<file path="config.mk">
export PLATFORM = sky130hd
export DESIGN_NAME = led_pattern_engine_flat
export DESIGN_NICKNAME = d
export VERILOG_FILES = /design/src/rtl/led_pattern_engine_if.sv /design/src/rtl/led_pattern_engine.sv /design/src/flat_wrapper.sv
export SDC_FILE = /design/constraint.sdc
export NUM_CORES = 1
export LEC_CHECK = 0
export ABC_AREA = 1
export CAP_MARGIN = 20
export CORE_ASPECT_RATIO = 0.9
export CORE_MARGIN = 10
export CORE_UTILIZATION = 63
export CTS_BUF_LIST = sky130_fd_sc_hd__clkbuf_8
export DETAILED_ROUTE_END_ITERATION = 8
export PLACE_DENSITY = 0.9
export SLEW_MARGIN = 40
export SYNTH_ARGS = -nofsm -noshare
export SYNTH_HDL_FRONTEND = slang
export SYNTH_SLANG_ARGS = --single-unit
</file>
<file path="constraint.sdc">
create_clock -name clk -period 2.8 [get_ports clk]
set_input_delay 0.56 -clock clk [delete_from_list [all_inputs] [get_ports clk]]
set_output_delay 0.56 -clock clk [all_outputs]
set_load 0.01 [all_outputs]
</file>
<file path="src/rtl/led_pattern_engine_if.sv">
// Controller-side bundle for the LED pattern engine: mode requests, bar level,
// and the LED/mode/step outputs.
interface led_pattern_engine_if #(
  parameter int LED_W = 4
);
  localparam int LVL_W = $clog2(LED_W + 1);

  logic [3:0]       req;
  logic [LVL_W-1:0] level;
  logic [LED_W-1:0] led;
  logic [2:0]       mode_o;
  logic             step_o;

  modport master (output req, output level, input led, input mode_o, input step_o);
  modport slave  (input req, input level, output led, output mode_o, output step_o);
endinterface

</file>
<file path="src/rtl/led_pattern_engine.sv">
// LED pattern generator/arbiter: off, bounce sweep, bar, flash and PWM pulse
// modes selected by a priority request vector, with a blank gap on mode switch.
module led_pattern_engine #(
  parameter int LED_W      = 4,
  parameter int TICK_DIV   = 12500000,
  parameter int PULSE_DIV  = 48828,
  parameter int PWM_BITS   = 8,
  parameter int GAP_TICKS  = 1,
  parameter int ACTIVE_LOW = 0
) (
  input  logic                  clk,
  input  logic                  rst,
  led_pattern_engine_if.slave   bus
);
  localparam int LVL_W = $clog2(LED_W + 1);
  localparam int TW    = $clog2(TICK_DIV);
  localparam int PW    = $clog2(LED_W);
  localparam int DIV_W = (PULSE_DIV > 1) ? $clog2(PULSE_DIV) : 1;
  localparam int GAP_W = (GAP_TICKS > 0) ? $clog2(GAP_TICKS + 1) : 1;
  localparam logic [LED_W-1:0] POL = (ACTIVE_LOW != 0) ? '1 : '0;

  typedef enum logic [2:0] {
    MODE_OFF   = 3'd0,
    MODE_SWEEP = 3'd1,
    MODE_BAR   = 3'd2,
    MODE_FLASH = 3'd3,
    MODE_PULSE = 3'd4
  } mode_t;

  mode_t               mode, mode_next, sel;
  logic [TW-1:0]       tick_cnt;
  logic                tick;
  logic                step_q;
  logic [GAP_W-1:0]    gap;
  logic                change;
  logic [PW-1:0]       pos;
  logic                dir_up;
  logic                phase;
  logic [PWM_BITS-1:0] pwm_cnt;
  logic [PWM_BITS-1:0] duty;
  logic                duty_up;
  logic [DIV_W-1:0]    div_cnt;
  logic [LVL_W-1:0]    level_q;
  logic [LED_W-1:0]    bar;
  logic [LED_W-1:0]    pattern;
  logic [LED_W-1:0]    led_q;

  assign tick   = (tick_cnt == TW'(TICK_DIV - 1));
  assign change = (sel != mode);

  always_ff @(posedge clk or posedge rst) begin
    if (rst) begin
      tick_cnt <= '0;
      step_q   <= 1'b0;
      level_q  <= '0;
    end else begin
      tick_cnt <= tick ? '0 : tick_cnt + 1'b1;
      step_q   <= tick;
      level_q  <= bus.level;
    end
  end

  always_comb begin
    sel = MODE_OFF;
    if      (bus.req[0]) sel = MODE_FLASH;
    else if (bus.req[1]) sel = MODE_PULSE;
    else if (bus.req[2]) sel = MODE_BAR;
    else if (bus.req[3]) sel = MODE_SWEEP;
  end

  // State register
  always_ff @(posedge clk or posedge rst) begin
    if (rst) mode <= MODE_OFF;
    else     mode <= mode_next;
  end

  // Next-state logic
  always_comb begin
    mode_next = sel;
  end

  always_ff @(posedge clk or posedge rst) begin
    if (rst)              gap <= '0;
    else if (change)      gap <= GAP_W'(GAP_TICKS);
    else if (gap != '0 && tick) gap <= gap - 1'b1;
  end

  // Pattern state; a mode change in a tick cycle re-initialises instead of advancing.
  always_ff @(posedge clk or posedge rst) begin
    if (rst) begin
      pos     <= '0;
      dir_up  <= 1'b1;
      phase   <= 1'b1;
      pwm_cnt <= '0;
      duty    <= '0;
      duty_up <= 1'b1;
      div_cnt <= '0;
    end else if (change) begin
      pos     <= '0;
      dir_up  <= 1'b1;
      phase   <= 1'b1;
      pwm_cnt <= '0;
      duty    <= '0;
      duty_up <= 1'b1;
      div_cnt <= '0;
    end else begin
      pwm_cnt <= pwm_cnt + 1'b1;
      if (gap == '0) begin
        if (tick) begin
          phase <= ~phase;
          if (dir_up) begin
            if (pos == PW'(LED_W - 1)) begin
              dir_up <= 1'b0;
              pos    <= pos - 1'b1;
            end else begin
              pos <= pos + 1'b1;
            end
          end else begin
            if (pos == '0) begin
              dir_up <= 1'b1;
              pos    <= pos + 1'b1;
            end else begin
              pos <= pos - 1'b1;
            end
          end
        end
        if (div_cnt == DIV_W'(PULSE_DIV - 1)) begin
          div_cnt <= '0;
          if (duty_up) begin
            if (duty == '1) begin
              duty_up <= 1'b0;
              duty    <= duty - 1'b1;
            end else begin
              duty <= duty + 1'b1;
            end
          end else begin
            if (duty == '0) begin
              duty_up <= 1'b1;
              duty    <= duty + 1'b1;
            end else begin
              duty <= duty - 1'b1;
            end
          end
        end else begin
          div_cnt <= div_cnt + 1'b1;
        end
      end
    end
  end

  always_comb begin
    bar = '0;
    for (int unsigned i = 0; i < LED_W; i++) begin
      bar[i] = (32'(level_q) > i);
    end
  end

  // Output logic
  always_comb begin
    pattern = '0;
    if (gap == '0) begin
      case (mode)
        MODE_SWEEP: pattern = LED_W'(1) << pos;
        MODE_BAR:   pattern = bar;
        MODE_FLASH: pattern = {LED_W{phase}};
        MODE_PULSE: pattern = {LED_W{pwm_cnt < duty}};
        default:    pattern = '0;
      endcase
    end
  end

  always_ff @(posedge clk or posedge rst) begin
    if (rst) led_q <= POL;
    else     led_q <= pattern ^ POL;
  end

  assign bus.led    = led_q;
  assign bus.mode_o = mode;
  assign bus.step_o = step_q;
endmodule

</file>
<file path="src/flat_wrapper.sv">
// flat-port wrapper written by rule: the top's interface ports become plain ports
module led_pattern_engine_flat 
#(
  parameter int LED_W      = 4,
  parameter int TICK_DIV   = 12500000,
  parameter int PULSE_DIV  = 48828,
  parameter int PWM_BITS   = 8,
  parameter int GAP_TICKS  = 1,
  parameter int ACTIVE_LOW = 0
)
  (clk, rst, bus_req, bus_level, bus_led, bus_mode_o, bus_step_o);
  led_pattern_engine_if #(.LED_W(LED_W)) bus_i ();
  input  logic clk;
  input  logic rst;
  input wire logic [$bits(bus_i.req)-1:0] bus_req;
  input wire logic [$bits(bus_i.level)-1:0] bus_level;
  output wire logic [$bits(bus_i.led)-1:0] bus_led;
  output wire logic [$bits(bus_i.mode_o)-1:0] bus_mode_o;
  output wire logic [$bits(bus_i.step_o)-1:0] bus_step_o;
  assign bus_i.req = bus_req;
  assign bus_i.level = bus_level;
  assign bus_led = bus_i.led;
  assign bus_mode_o = bus_i.mode_o;
  assign bus_step_o = bus_i.step_o;
  led_pattern_engine #(.LED_W(LED_W), .TICK_DIV(TICK_DIV), .PULSE_DIV(PULSE_DIV), .PWM_BITS(PWM_BITS), .GAP_TICKS(GAP_TICKS), .ACTIVE_LOW(ACTIVE_LOW)) u_core (.clk(clk), .rst(rst), .bus(bus_i));
endmodule
</file>
==> run metrics, run 1 <==
worst flop-to-flop path startpoint u_core.div_cnt[0]; RePlAce Congestion 0.956; pin count of the biggest net entering global routing 58; synthesized area per cell 7.21 µm²; CTS tree yes; Reg2Reg Setup Slack 850 ps; Synth Flop Type dfrtp_1; crit path DAT 2360 ps; RSZ-0062 raised after global routing no; die extent in y 99.8 µm; initial antenna violation count 0; drt first pass iters 7; Synthesized Nets 640; vias in the first global route 3829; 1st-iter DRT viols 372; CP Capture Type flop; H-tree depth 3; setup repair bufs after CTS 0; Synth area leader dfrtp_1; Max Root-Sink Buffers 2; Clock Skew 5.13 ps; top post-synthesis cells by area dfrtp_1 (39%), nand2_1 (14%), nand3_1 (7.6%), nor2_1 (7.3%), inv_1 (6.1%); synthesized flop and latch total 73; Slew Viols, Final 0; clock latency on the worst-skew pair 340 ps; post-cts resize count 0; DRT Wirelength 10200 µm; hold_ws 469 ps; Avg Vias per Cell 5.62; library cells used by synthesis 35; layout cells sized above 1 5.13%; Clk pwr share 41.8%; Int Power 1650 µW; effective utilization at floorplan 64.0%; Ys Warns 0; reg2reg path depth 7; startpoint type of the worst setup path input pin; num rows 29; post-DP HPWL 7420 µm; hold path startpoint u_core.dir_up; CTS root buf clkbuf_8; cts-stage hold buffer count 0; Sequential Power Share 50.3%; vias 4135; adder and majority cell fraction of the synthesized area 3.65%; status completed; placed cells 720; minimum clock period 2100 ps; synthesized instance count 618; largest family of logic cells by synthesized area simple AND/OR/NAND/NOR gates; fraction of registers with async set or reset after synthesis 100%; area occupied by multi-input gates 2280 µm²; Slew headroom 60.0%; mux share of post-synthesis cell area 0%; pwr dens 437 nW/µm²; fill count 536; sw power 508 µW; setup_tns 0 ps; final hold viol count 0; Remaining DRCs 0; Final ANT Viol Nets 0; worst min-delay path class flop to flop; Final #Nets 660; Synth top area share 39.3%; Area growth, synth to finish 10.7%; register clock-pin slew on the reported worst setup and hold paths 70 ps; Max Cap Viol 0; register area 1830 µm²; grt ovf 0; worst slew pin tran 596 ps; number of port buffers 16; Diodes inserted 0; r2r endpoint u_core.duty[5]; wire length per cell 13.8 µm; fin cells 736; P_leak 0.00241 µW; Die Width 109 µm; WHS Endpoint u_core.dir_up; critical path peak fanout 13; Switching Fraction 23.6%; compound-gate portion of the synthesized area 5.19%; first-pass GRT wire length 17700 µm; Core ar. 6970 µm²; Total Routing Usage GR 19.6%; crit share post-route 75.1%; post-synthesis instance area 4460 µm²; Synth Area in XOR/XNOR 6.29%; hold depth 2; die area 10800 µm²; CP required 3060 ps; critical path type input pin to flop; highest clock rate 0.475 GHz; I/O pins 17; top-count cell post-synth nand2_1; worst vdd ir 0.372 mV; clock sink count 73; Setup-failing EPs final 0; Design Power 2150 µW; sequential area share after synthesis 41.1%; CTS Buf Count 9; Post-synth EDFFs 0; Logic pwr share 7.8%; Synth Area in Simple Gates 36.1%; leading cell types by count after synthesis nand2_1 (169), nor2_1 (87), inv_1 (72), dfrtp_1 (70), nand3_1 (68); Final Core Density 70.8%
flip-flops by register name, indices dropped and copies added (netlist names), 2 cells and up:
| name | flops |
|---|---|
| u_core.level_q | 3 |
| u_core.tick_cnt | 24 |
| u_core.bus.mode_o | 3 |
| u_core.bus.led | 4 |
| u_core.div_cnt | 16 |
| u_core.pos | 2 |
| u_core.duty | 8 |
| u_core.pwm_cnt | 8 |
layout by cell type, fill, tap and decap left out, types with 4 or more instances in the layout:
cell type        count
o21ai_0             23
ha_1                13
inv_2                4
a21oi_1             11
inv_1               72
nand3b_1             5
xor2_1              22
nand3_1             68
nand2_1            169
nor3_1              17
clkdlybuf4s50_1     16
clkbuf_8            10
nor2_1              87
nand4_1             17
dfrtp_1             70
xnor2_1             10
kinds of logic after synthesis:
kind of cell,count (synthesis)
simple gates,372
buf+inv,87
flops,73
compound gates,41
xor+xnor,32
fa+ha+maj,13
worst max-delay path by stage:
stage | start | end | slack (ps) | depth (start not counted)
global placement | bus_req[1] | u_core.div_cnt[11] | 460 | 10
detailed placement | bus_req[1] | u_core.div_cnt[14] | 370 | 11
global route | bus_req[1] | u_core.div_cnt[8] | 530 | 11
finish | bus_req[1] | u_core.div_cnt[8] | 700 | 11
CTS | bus_req[1] | u_core.div_cnt[3] | 710 | 11
floorplan | rst | u_core.bus.led[0] | 390 | 1
metal layers:
metal  wire length (µm)  track usage [%]  vias up
met4                 92             5.37        0
met5                  0                0        -
met3                875             5.32       10
met2               4470             29.5      179
met1               4720             27.2     1932
li1                   -                -     2014
area by class of cell:
class,instances,area share [%]
clock inverter,6,1.67
tap,93,2.36
sequential,73,37.1
clock buffer,10,2.79
inverter,77,5.86
multi-input combinational,458,46.3
timing repair buffer,19,3.96
per-stage QoR:
stage,instance area (µm²),setup WS (ps)
after floorplan,4460,392
after global placement,4710,458
after detailed placement,4710,365
after global routing,4930,531
final,4930,697
after CTS,4930,707
worst max-delay path, stage by stage:
cell	delay, ps
clkdlybuf4s50_1	450
inv_2	90
nand3_1	100
nand2_1	90
nand2_1	50
nand2_1	170
inv_1	100
nor2_4	270
buf_4	260
nand4_1	100
o21ai_0	110
power groups by stage:
stage	sequential (µW)	clock (µW)	combinational, µW
2_1_floorplan	1100	0	122
3_3_place_gp	1100	0	163
3_5_place_dp	1100	0	168
4_1_cts	1080	921	170
5_1_grt	1090	974	190
6_report	1080	902	169
Note: power is estimated with default switching activity, not from simulation.
==> run 2: changes to the inputs <==
clock period = 2 ns   (was 2.8 ns; I/O delays follow)
==> run 2 against run 1 <==
  * Die area unchanged
  * Critical path depth unchanged
  * Critical path type unchanged
  * Clock skew up 8.4 ps
  * Non-clock buffer count up 13
  * Power up 37%
  * Global-route usage up 0.31 points
  * Clock power up 29%
  * Setup slack worse by 540 ps
  * Routed wire length up 3.8%
  * Sequential power up 41%
  * Count of clock-buffer cells in the layout down 1
  * Register-to-register slack worse by 630 ps
  * Largest power group unchanged
==> run metrics, run 2 (synthesis results as in run 1) <==
status completed; post-DP HPWL 7920 µm (+6.6%); hold_ws 387 ps (-81.4 ps); CP Capture Type flop; Remaining DRCs 0 (unchanged); final hold viol count 0 (unchanged); worst slew pin tran 497 ps (-98.6 ps); commonest non-fill, non-tap cell in the layout nand2_1; Clock Skew 13.5 ps (+8.36 ps); 1st-iter DRT viols 330 (-11%); Final Core Density 72.3% (+1.5 points); die extent in y 99.8 µm (unchanged); area occupied by multi-input gates 2290 µm² (+0.11%); Worst Setup SP bus_req[1]; register area 1830 µm² (unchanged); Final #Nets 673 (+2.0%); Design Power 2940 µW (+37%); max FFs per register 24 (unchanged); clock sink count 73 (unchanged); CTS root buf clkbuf_8; H-tree depth 3 (unchanged); clock latency on the worst-skew pair 360 ps (+20 ps); wire length per cell 14.1 µm (+2.0%); register clock-pin slew on the reported worst setup and hold paths 80 ps (about the same); Largest Register u_core.tick_cnt; Die Width 109 µm (unchanged); design area 5040 µm² (+2.1%); fill count 539 (+0.56%); CTS Buf Count 9 (unchanged); first-pass GRT wire length 17900 µm (+1.3%); Final ANT Viol Nets 0 (unchanged); vias 4174 (+0.94%); Max Cap Viol 0 (unchanged); startpoint type of the worst setup path input pin; num rows 29 (unchanged); die area 10800 µm² (unchanged); worst flop-to-flop path startpoint u_core.tick_cnt[1]; vias in the first global route 3984 (+4.0%); Core ar. 6970 µm² (unchanged); grt ovf 0 (unchanged); initial antenna violation count 0 (unchanged); critical path peak fanout 10 (-3); pin count of the biggest net entering global routing 41 (-29%); crit share post-route 92.0%; CTS tree yes; worst vdd ir 0.518 mV (+39%); Slew Viols, Final 0 (unchanged); Area growth, synth to finish 13.0%; P_leak 0.00245 µW (+1.8%); effective utilization at floorplan 64.0% (unchanged); Max Root-Sink Buffers 2 (unchanged); Setup-failing EPs final 0 (unchanged); crit path DAT 2090 ps (-270 ps); Avg Vias per Cell 5.57 (-0.81%); pwr dens 584 nW/µm² (+34%); layout cells sized above 1 7.32% (+2.2 points); number of port buffers 16 (unchanged); Diodes inserted 0 (unchanged); minimum clock period 1840 ps; worst min-delay path class input pin to asynchronous set/reset pin; RePlAce Congestion 0.944 (-1.2%); dpl cell area 4840 µm² (+2.7%); highest clock rate 0.543 GHz; commonest non-fill, non-tap cells in the layout nand2_1 (169), nor2_1 (86), inv_1 (71); drt first pass iters 5 (-2); RSZ-0062 raised after global routing no; largest registers u_core.tick_cnt (24), u_core.div_cnt (16); DP Worst Slack -185 ps (-550 ps); critical path type input pin to flop; Total Routing Usage GR 19.9% (+0.31 points); worst setup margin 160 ps (-537 ps); DRT Wirelength 10500 µm (+3.8%); CP required 2250 ps (-810 ps); Slew headroom 66.6% (+6.6 points); I/O pins 17 (unchanged)
[run 2: per-stage QoR]
stage               setup TNS, ps  instances
detailed placement          -2740        733
finish                          0        749
CTS                             0        749
floorplan                       0        618
global route                    0        749
global placement             -479        733
[run 2: path summary, 6_finish.rpt]
check / to / slack, ps / cells past startpoint
min in group clk: u_core.pwm_cnt[7] / 480 / 1
max in group asynchronous: u_core.duty_up / 1030 / 3
worst max-delay path: u_core.div_cnt[10] / 160 / 11
worst min register to register: u_core.pwm_cnt[7] / 480 / 1
worst min-delay path: u_core.div_cnt[1] / 390 / 2
worst max register to register: u_core.pos[0] / 220 / 9
[run 2: final cells by class]
class                   count  area share, %
clock buffers               9           2.46
clock inverters             7           1.42
inverters                  77           5.81
multi-input cells         458           45.4
flip-flops and latches     73           36.3
well taps                  93           2.31
repair buffers             32           6.31
[run 2: layer usage]
metal  vias to the layer above  share of wire, %  GRT usage, %
li1                       2041                 -             -
met4                         0               1.4          7.50
met3                        17               6.5          4.61
met5                         -                 0             0
met2                       143                48          32.1
met1                      1973                44          25.5
[run 2: repair_timing]
action,4_1_cts,5_1_grt
endpoints found under the setup margin,0,2
resized for setup,0,1
hold buffers,0,0
buffers inserted,0,0
[run 2: power by group]
group          switching, µW  total (µW)  internal (µW)
Sequential              21.0        1520           1490
Combinational            163         266            103
Clock                    587        1160            573
[run 2: worst max-delay path: stages]
cell and delay [ps]:
clkdlybuf4s50_1 520, inv_2 70, nand2_1 80, nand2_1 70, nand2_1 80, nand2_1 80
nor2_4 110, nand3_1 220, buf_4 250, a21oi_1 150, nor2_1 60
==> run 3: changes to the inputs <==
CORE_UTILIZATION = 25   (was 63)
PLACE_DENSITY = 0.47   (was 0.9)
==> run 3 against run 2 <==
  * Clock power shrank 4%
  * Non-clock buffer count is 2 higher
  * Largest power group unchanged
  * Highest routed layer unchanged
  * Sequential share of layout area fell by 1.2 points
  * Via count down 6.2%
  * Global-route usage is 10 points lower
  * Combinational power is essentially flat
  * Register-to-register slack about the same
  * Core utilization fell by 43 points
  * Routed wire length increased by 3.9%
  * Maximum frequency rose by 3.1%
  * Count of clock-buffer cells in the layout is 3 higher
==> run metrics, run 3 (synthesis results as in run 1) <==
status completed; CTS Buf Count 9 (unchanged); minimum clock period 1780 ps (-56.1 ps); die extent in y 147 µm (+47%); wire length per cell 12.2 µm (-13%); Remaining DRCs 0 (unchanged); Reg2Reg Setup Slack 220 ps (about the same); clock latency on the worst-skew pair 360 ps (about the same); critical path peak fanout 6 (-4); worst vdd ir 0.235 mV (-55%); setup repair bufs after CTS 0 (unchanged); drt first pass iters 4 (-1); Crit path max-delay family buffers and inverters; worst slew pin tran 532 ps (+34.9 ps); Max Root-Sink Buffers 2 (unchanged); CTS root buf clkbuf_8; RePlAce Congestion 0.898 (-4.9%); worst min-delay path class input pin to asynchronous set/reset pin; largest registers u_core.tick_cnt (24), u_core.div_cnt (16); crit path DAT 1380 ps (-710 ps); post-DP HPWL 8250 µm (+4.2%); Setup-failing EPs final 0 (unchanged); commonest non-fill, non-tap cells in the layout nand2_1 (169), nor2_1 (87), inv_1 (73); 1st-iter DRT viols 206 (-38%); Clk pwr share 38.5% (-0.9 points); highest clock rate 0.561 GHz (+3.1%); Avg Vias per Cell 4.36 (-22%); Clock Skew 8.79 ps (-4.70 ps); number of port buffers 16 (unchanged); DP Worst Slack -126 ps (+58.7 ps); slowest CP cell clkdlybuf4s50_1; I/O pins 17 (unchanged); num rows 46 (+59%); Slew Viols, Final 0 (unchanged); crit share post-route 89.2% (-2.8 points); Die Width 161 µm (+48%); initial antenna violation count 0 (unchanged); DRT Wirelength 10900 µm (+3.9%); CP Capture Type output pin; CTS tree yes; hold_ws 363 ps (-24.4 ps); worst setup margin 216 ps (+56.1 ps); Sequential Power Share 52.4% (+0.9 points); reg2reg path depth 9 (unchanged); Slew headroom 64.2% (-2.3 points); max incr delay on CP 580 ps (+60 ps); CP Cell Sequence clkdlybuf4s50_1; Diodes inserted 0 (unchanged); worst flop-to-flop path startpoint u_core.tick_cnt[0]; vias in the first global route 3715 (-6.8%); RSZ-0062 raised after global routing no; first-pass GRT wire length 18900 µm (+5.6%); clock sink count 73 (unchanged); H-tree depth 3 (unchanged); P_leak 0.00247 µW (+0.66%); Final ANT Viol Nets 0 (unchanged); Core ar. 17600 µm² (+150%); commonest non-fill, non-tap cell in the layout nand2_1; Largest Register u_core.tick_cnt; Logic pwr share 9.1% (about the same); effective utilization at floorplan 25.4% (-39 points); fill count 1891 (+250%); sw power 755 µW (-2.1%); r2r endpoint u_core.tick_cnt[16]; max FFs per register 24 (unchanged); layout cells sized above 1 7.14% (-0.17 points); startpoint type of the worst setup path flop; CP required 1600 ps (-650 ps); Area growth, synth to finish 16.9%; grt ovf 0 (unchanged); Total Routing Usage GR 9.65% (-10 points); vias 3916 (-6.2%); Crit path buffers/inverters 1 (-2); pin count of the biggest net entering global routing 38 (-7.3%); pwr dens 554 nW/µm² (-5.0%); critical path type flop to output pin; final hold viol count 0 (unchanged); register clock-pin slew on the reported worst setup and hold paths 80 ps (about the same); Max Cap Viol 0 (unchanged); die area 23600 µm² (+120%); Int Power 2130 µW (-1.6%); post-cts resize count 0 (unchanged); Switching Fraction 26.1% (-0.087 points); Design Power 2890 µW (-1.8%); Final #Nets 675 (+0.30%); cts-stage hold buffer count 0 (unchanged)
-- run 3: area by class of cell --
cell class / instances / area (µm²) / share of cell area (%)
Inverter: 77 / 293 / 5.62
Multi-Input combinational cell: 458 / 2280 / 43.8
Sequential cell: 73 / 1830 / 35.1
Timing Repair Buffer: 34 / 320 / 6.14
Tap cell: 240 / 300 / 5.76
Clock buffer: 12 / 165 / 3.17
Clock inverter: 4 / 20.0 / 0.384
-- run 3: worst max-delay path by stage --
stage                                     from                   to  depth (start not counted)
after floorplan              u_core.div_cnt[0]       u_core.duty_up                          9
after global placement              bus_req[1]       u_core.duty[1]                         10
after detailed placement            bus_req[1]       u_core.duty[6]                         11
after CTS                 u_core.bus.mode_o[1]        bus_mode_o[1]                          1
after global routing        u_core.tick_cnt[0]  u_core.tick_cnt[16]                          9
final                     u_core.bus.mode_o[1]        bus_mode_o[1]                          1
-- run 3: power groups by stage --
stage	clock (µW)	sequential (µW)	combinational, µW
5_1_grt	1220	1520	300
6_report	1110	1510	263
3_3_place_gp	0	1540	265
3_5_place_dp	0	1540	267
2_1_floorplan	0	1540	171
4_1_cts	1160	1510	268
-- run 3: per-stage QoR --
step	instances	cell area [µm²]	util (%)	setup TNS, ps
2_1_floorplan	618	4460	-	0
3_3_place_gp	882	5030	28.6	-597
3_5_place_dp	882	5030	28.6	-2020
4_1_cts	898	5210	29.7	0
5_1_grt	898	5210	29.7	0
6_report	898	5210	29.7	0
-- run 3: layer usage --
metal | up-vias | wire [µm] | GRT usage (%)
li1 | 2045 | - | -
met1 | 1778 | 5990 | 14.5
met2 | 84 | 4310 | 13.0
met3 | 9 | 478 | 1.83
met4 | 0 | 173 | 3.91
met5 | - | 0 | 0
